## config.mk

```make
export PLATFORM = sky130hd
export DESIGN_NAME = alu_share_ctrl
export DESIGN_NICKNAME = d
export VERILOG_FILES = /design/src/rtl/alu_share_ctrl.sv
export SDC_FILE = /design/constraint.sdc
export NUM_CORES = 1
export LEC_CHECK = 0
export BUFFER_PORTS_ARGS = -buffer_cell sky130_fd_sc_hd__buf_2
export CAP_MARGIN = 40
export CORE_UTILIZATION = 45
export CTS_CLUSTER_DIAMETER = 30
export DETAILED_ROUTE_END_ITERATION = 12
export GPL_TIMING_DRIVEN = 0
export PLACE_DENSITY = 0.77
export SYNTH_ARGS = -nofsm -noshare
export SYNTH_HDL_FRONTEND = slang
export SYNTH_SLANG_ARGS = --single-unit
```

## constraint.sdc

```tcl
create_clock -name clk -period 4.9 [get_ports clk]
set_input_delay 0.735 -clock clk [delete_from_list [all_inputs] [get_ports clk]]
set_output_delay 0.735 -clock clk [all_outputs]
set_load 0.03 [all_outputs]
```

## src/rtl/alu_share_ctrl.sv

```systemverilog
// Arbitrates one shared combinational ALU between two requesters (round-robin),
// holds latched operands for SETTLE cycles, then presents a registered result.
module alu_share_ctrl #(
  parameter int WIDTH  = 4,
  parameter int OPW    = 3,
  parameter int SETTLE = 1
) (
  input  logic             clk,
  input  logic             reset,
  input  logic [1:0]       req_valid,
  output logic [1:0]       req_ready,
  input  logic [OPW-1:0]   req_op0,
  input  logic [OPW-1:0]   req_op1,
  input  logic [WIDTH-1:0] req_a0,
  input  logic [WIDTH-1:0] req_a1,
  input  logic [WIDTH-1:0] req_b0,
  input  logic [WIDTH-1:0] req_b1,
  output logic [1:0]       rsp_valid,
  input  logic [1:0]       rsp_ready,
  output logic [WIDTH-1:0] rsp_result,
  output logic             rsp_cout,
  output logic [OPW-1:0]   alu_option,
  output logic [WIDTH-1:0] alu_in1,
  output logic [WIDTH-1:0] alu_in2,
  input  logic [WIDTH-1:0] alu_out,
  input  logic             alu_cout,
  output logic             busy,
  output logic [7:0]       ops_done
);

  typedef enum logic [1:0] {IDLE, ISSUE, RESP} state_t;

  localparam int CW = $clog2(SETTLE + 1);

  state_t        state;
  logic          last_grant;
  logic          grant;
  logic          accept;
  logic [CW-1:0] settle_cnt;

  // A lone requester always wins; on contention the one not served last wins.
  always_comb begin
    grant = ~last_grant;
    case (req_valid)
      2'b01:   grant = 1'b0;
      2'b10:   grant = 1'b1;
      default: grant = ~last_grant;
    endcase
  end

  always_comb begin
    req_ready = 2'b00;
    if (state == IDLE) begin
      if (grant) req_ready = {req_valid[1], 1'b0};
      else       req_ready = {1'b0, req_valid[0]};
    end
  end

  assign accept = |req_ready;

  // last_grant doubles as the index of the requester currently being served.
  always_ff @(posedge clk) begin
    if (reset) begin
      state      <= IDLE;
      last_grant <= 1'b1;
      settle_cnt <= '0;
      rsp_valid  <= 2'b00;
      rsp_result <= '0;
      rsp_cout   <= 1'b0;
      alu_option <= '0;
      alu_in1    <= '0;
      alu_in2    <= '0;
      busy       <= 1'b0;
      ops_done   <= 8'd0;
    end else begin
      case (state)
        IDLE: begin
          if (accept) begin
            last_grant <= grant;
            alu_option <= grant ? req_op1 : req_op0;
            alu_in1    <= grant ? req_a1  : req_a0;
            alu_in2    <= grant ? req_b1  : req_b0;
            settle_cnt <= CW'(SETTLE);
            busy       <= 1'b1;
            state      <= ISSUE;
          end
        end
        ISSUE: begin
          settle_cnt <= settle_cnt - CW'(1);
          if (settle_cnt == CW'(1)) begin
            rsp_result <= alu_out;
            rsp_cout   <= alu_cout;
            rsp_valid  <= last_grant ? 2'b10 : 2'b01;
            state      <= RESP;
          end
        end
        RESP: begin
          if (rsp_ready[last_grant]) begin
            ops_done  <= ops_done + 8'd1;
            rsp_valid <= 2'b00;
            busy      <= 1'b0;
            state     <= IDLE;
          end
        end
        default: state <= IDLE;
      endcase
    end
  end

endmodule
```

==> impl_metrics.ini <==
[clocking]
clk_latency_ns = 0.33
cts.repair.resized = 0
hold_buffers = 0
numClockSinks = 31
clk_pin_slew_ns = 0.08
cts_tree = done
clock-root-buffer = clkbuf_4
cts_buffers = 5
htreeDepth = 2
clk_path_buf_depth = 2
post_cts_buffers = 0

[hold_path]
min_to = rsp_result[1]
holdCritStartpoint = rsp_result[1]
holdPathStages = 2
min_path_type = flop to flop

[grt]
grt_pass1_wl_microns = 5368
grtUsageTotal_pct = 20.57
grt_max_degree = 11
grt_overflow = 0
grt_pass1_vias = 1269
antenna_found_initial = 0

[critical_path]
timing.rr.start = last_grant
cp_max_fo = 10
r2r.worst_path.cells = 5
arrival_ns = 2.18
start_kind = input port
r2r_slack_ns = 3.17
cp.required_ns = 4.16
worstSetupPathType = input port to output pin
critPathCaptureType = output pin
timing.rr.end = ops_done[1]

[pwr]
vdd_ir_drop_max_v = 0.0002018
power_density_nw_per_um2 = 327.3
power.leakage_nw = 0.8317

[synthesis]
ys_seq_area_share_pct = 41.54
netlist_instances = 166
ys_seq_elements = 31
yosys_warnings = 0
ys.flop_type = dfxtp_1
yosys.area.top_type = dfxtp_1
yosysUniqueCellTypes = 32
synth_edf_count = 0
synth_top_area_share_pct = 41.54
syn_area_per_cell_sq_um = 9.000
synth_area_sq_um = 1494
async_flop_share_pct = 0
netlist_top_cells_area = dfxtp_1, a311oi_2, nand3_1
synth_nets = 202

[place]
numPortBuffers = 61
dp_cells = 271
dpl_worst_slack_ns = 1.982
dpl.hpwl_microns = 2412
gp_congestion = 0.7434

[route]
wirelength_microns = 3361
postRouteAntennaNets = 0
wire_per_inst_microns = 12.13
route.vias.total = 1405
route.detailed.drc = 0
initialDrtViolationCount = 50
vias_per_cell = 5.072
firstDrtPassIters = 4

[final_layout]
drive_above_1_share_pct = 37.34
final_net_count = 270
multi_input_area_sq_um = 799.5
filler_cell_count = 321
n_antenna_cell = 0
ff_latch_area_sq_um = 620.6
layout.cells.non_filler = 277
area_delta_synth_final_pct = 26.88

[die]
start_util_pct = 48.15
die_h_microns = 59.62
design.die.area_sq_um = 3555
core_sq_um = 3103
die_x_microns = 59.62
num_rows = 20
io_pins = 62

[sta]
slew_headroom_pct = 54.43
fin_crit_sh_pct = 59.40
worst_slew_pin_slew_ns = 0.6835
hold_slack_ns = 0.4517
fin_crit_ns = 2.911
final_hold_viol_count = 0
slew_violations = 0
fin_skew_ns = 0.003512
setup_tns_ns = 0
rsz0062_at_grt = no
final-setup-viol-count = 0
timing.fmax_ghz = 0.3435
finalWorstSetupSlack_ns = 1.989

[outcome]
status = finished, final reports clean

[flow_run]
maxCapViolations = 0
-- flip-flops by register name, indices dropped and copies added, names as in the netlist --
| name | flops |
|---|---|
| last_grant | 1 |
| state | 2 |
| busy | 1 |
| alu_option | 3 |
| settle_cnt | 1 |
| alu_in1 | 4 |
| alu_in2 | 4 |
| ops_done | 8 |
| rsp_cout | 1 |
| rsp_valid | 2 |
| rsp_result | 4 |
-- how the worst max path moves through the flow --
stage,depth (start not counted),to,start
2_1_floorplan,5,req_ready[1],req_valid[0]
3_3_place_gp,7,req_ready[1],req_valid[0]
3_5_place_dp,7,req_ready[1],req_valid[0]
4_1_cts,7,req_ready[1],req_valid[0]
5_1_grt,7,req_ready[1],req_valid[0]
6_report,7,req_ready[1],req_valid[0]
-- Yosys cell counts (all sizes together) (3+ instances only) --
library cell	count
dfxtp	31
nand3	20
nand2	19
nor3	13
nor2	12
a311oi	11
a21oi	10
clkbuf	8
xnor2	6
buf	5
nand2b	4
ha	3
nor2b	3
-- metal layers --
layer  up-vias  share of wire [%]  global-route usage [%]
met4         0                1.5                   8.638
met2        52                 47                   34.67
met3         5                7.4                   8.079
li1        729                  -                       -
met5         -                  0                       0
met1       619                 44                   23.03
-- stage by stage --
| stage | util, % | power (mW) | area [sq um] |
|---|---|---|---|
| after floorplan | - | 0.4420 | 1494 |
| after global placement | 59.76 | 0.4936 | 1854 |
| after detailed placement | 59.76 | 0.4965 | 1854 |
| after CTS | 61.09 | 0.6271 | 1896 |
| after global routing | 61.09 | 0.6581 | 1896 |
| final | 61.09 | 0.6204 | 1896 |
-- power by group --
group | switching [mW] | internal, mW
combinational | 0.123 | 0.0767
clock | 0.0802 | 0.0509
sequential | 0.0134 | 0.276
total | 0.217 | 0.403
-- logic make-up after synthesis --
| logic type | share of synthesized area, % |
|---|---|
| muxes | 1.340 |
| adders and majority gates | 2.513 |
| xor gates and xnor gates | 4.104 |
| and+or+nand+nor | 29.40 |
| AOI/OAI and AO/OA | 16.16 |
| DFF | 41.54 |
| buffers and inverters | 4.941 |
-- critical path, cell delays in order --
cell	delay [ns]
buf_2	0.09
inv_1	0.05
ha_1	0.36
nor2b_1	0.20
o211a_2	0.27
buf_2	0.24
buf_2	0.23
-- area by class of cell --
class,instances,area share (%)
plain buffers,13,3.696
well taps,44,2.904
repair buffers,61,16.11
inverters,1,0.1980
clock buffers,6,2.178
flip-flops and latches,31,32.74
multi-input cells,121,42.18
-- cell usage in the layout (no fill, tap or decap), types with 2 or more instances in the layout --
| cell | count |
|---|---|
| dfxtp_1 | 31 |
| nor3b_1 | 2 |
| clkbuf_4 | 5 |
| a311oi_2 | 10 |
| buf_2 | 63 |
| xnor2_1 | 6 |
| nor4_1 | 2 |
| nand2_1 | 19 |
| nor4b_1 | 2 |
| mux2i_1 | 2 |
| nor3_1 | 13 |
| nor2_1 | 12 |
| a21oi_1 | 10 |
| nand3_1 | 20 |
| nand3b_1 | 2 |
| ha_1 | 3 |
| buf_6 | 2 |
| nand2b_1 | 2 |
| clkbuf_1 | 9 |
| nor2b_1 | 3 |
| nand4_1 | 2 |
| nand2b_4 | 2 |
Note: power is estimated with default switching activity, not from simulation.
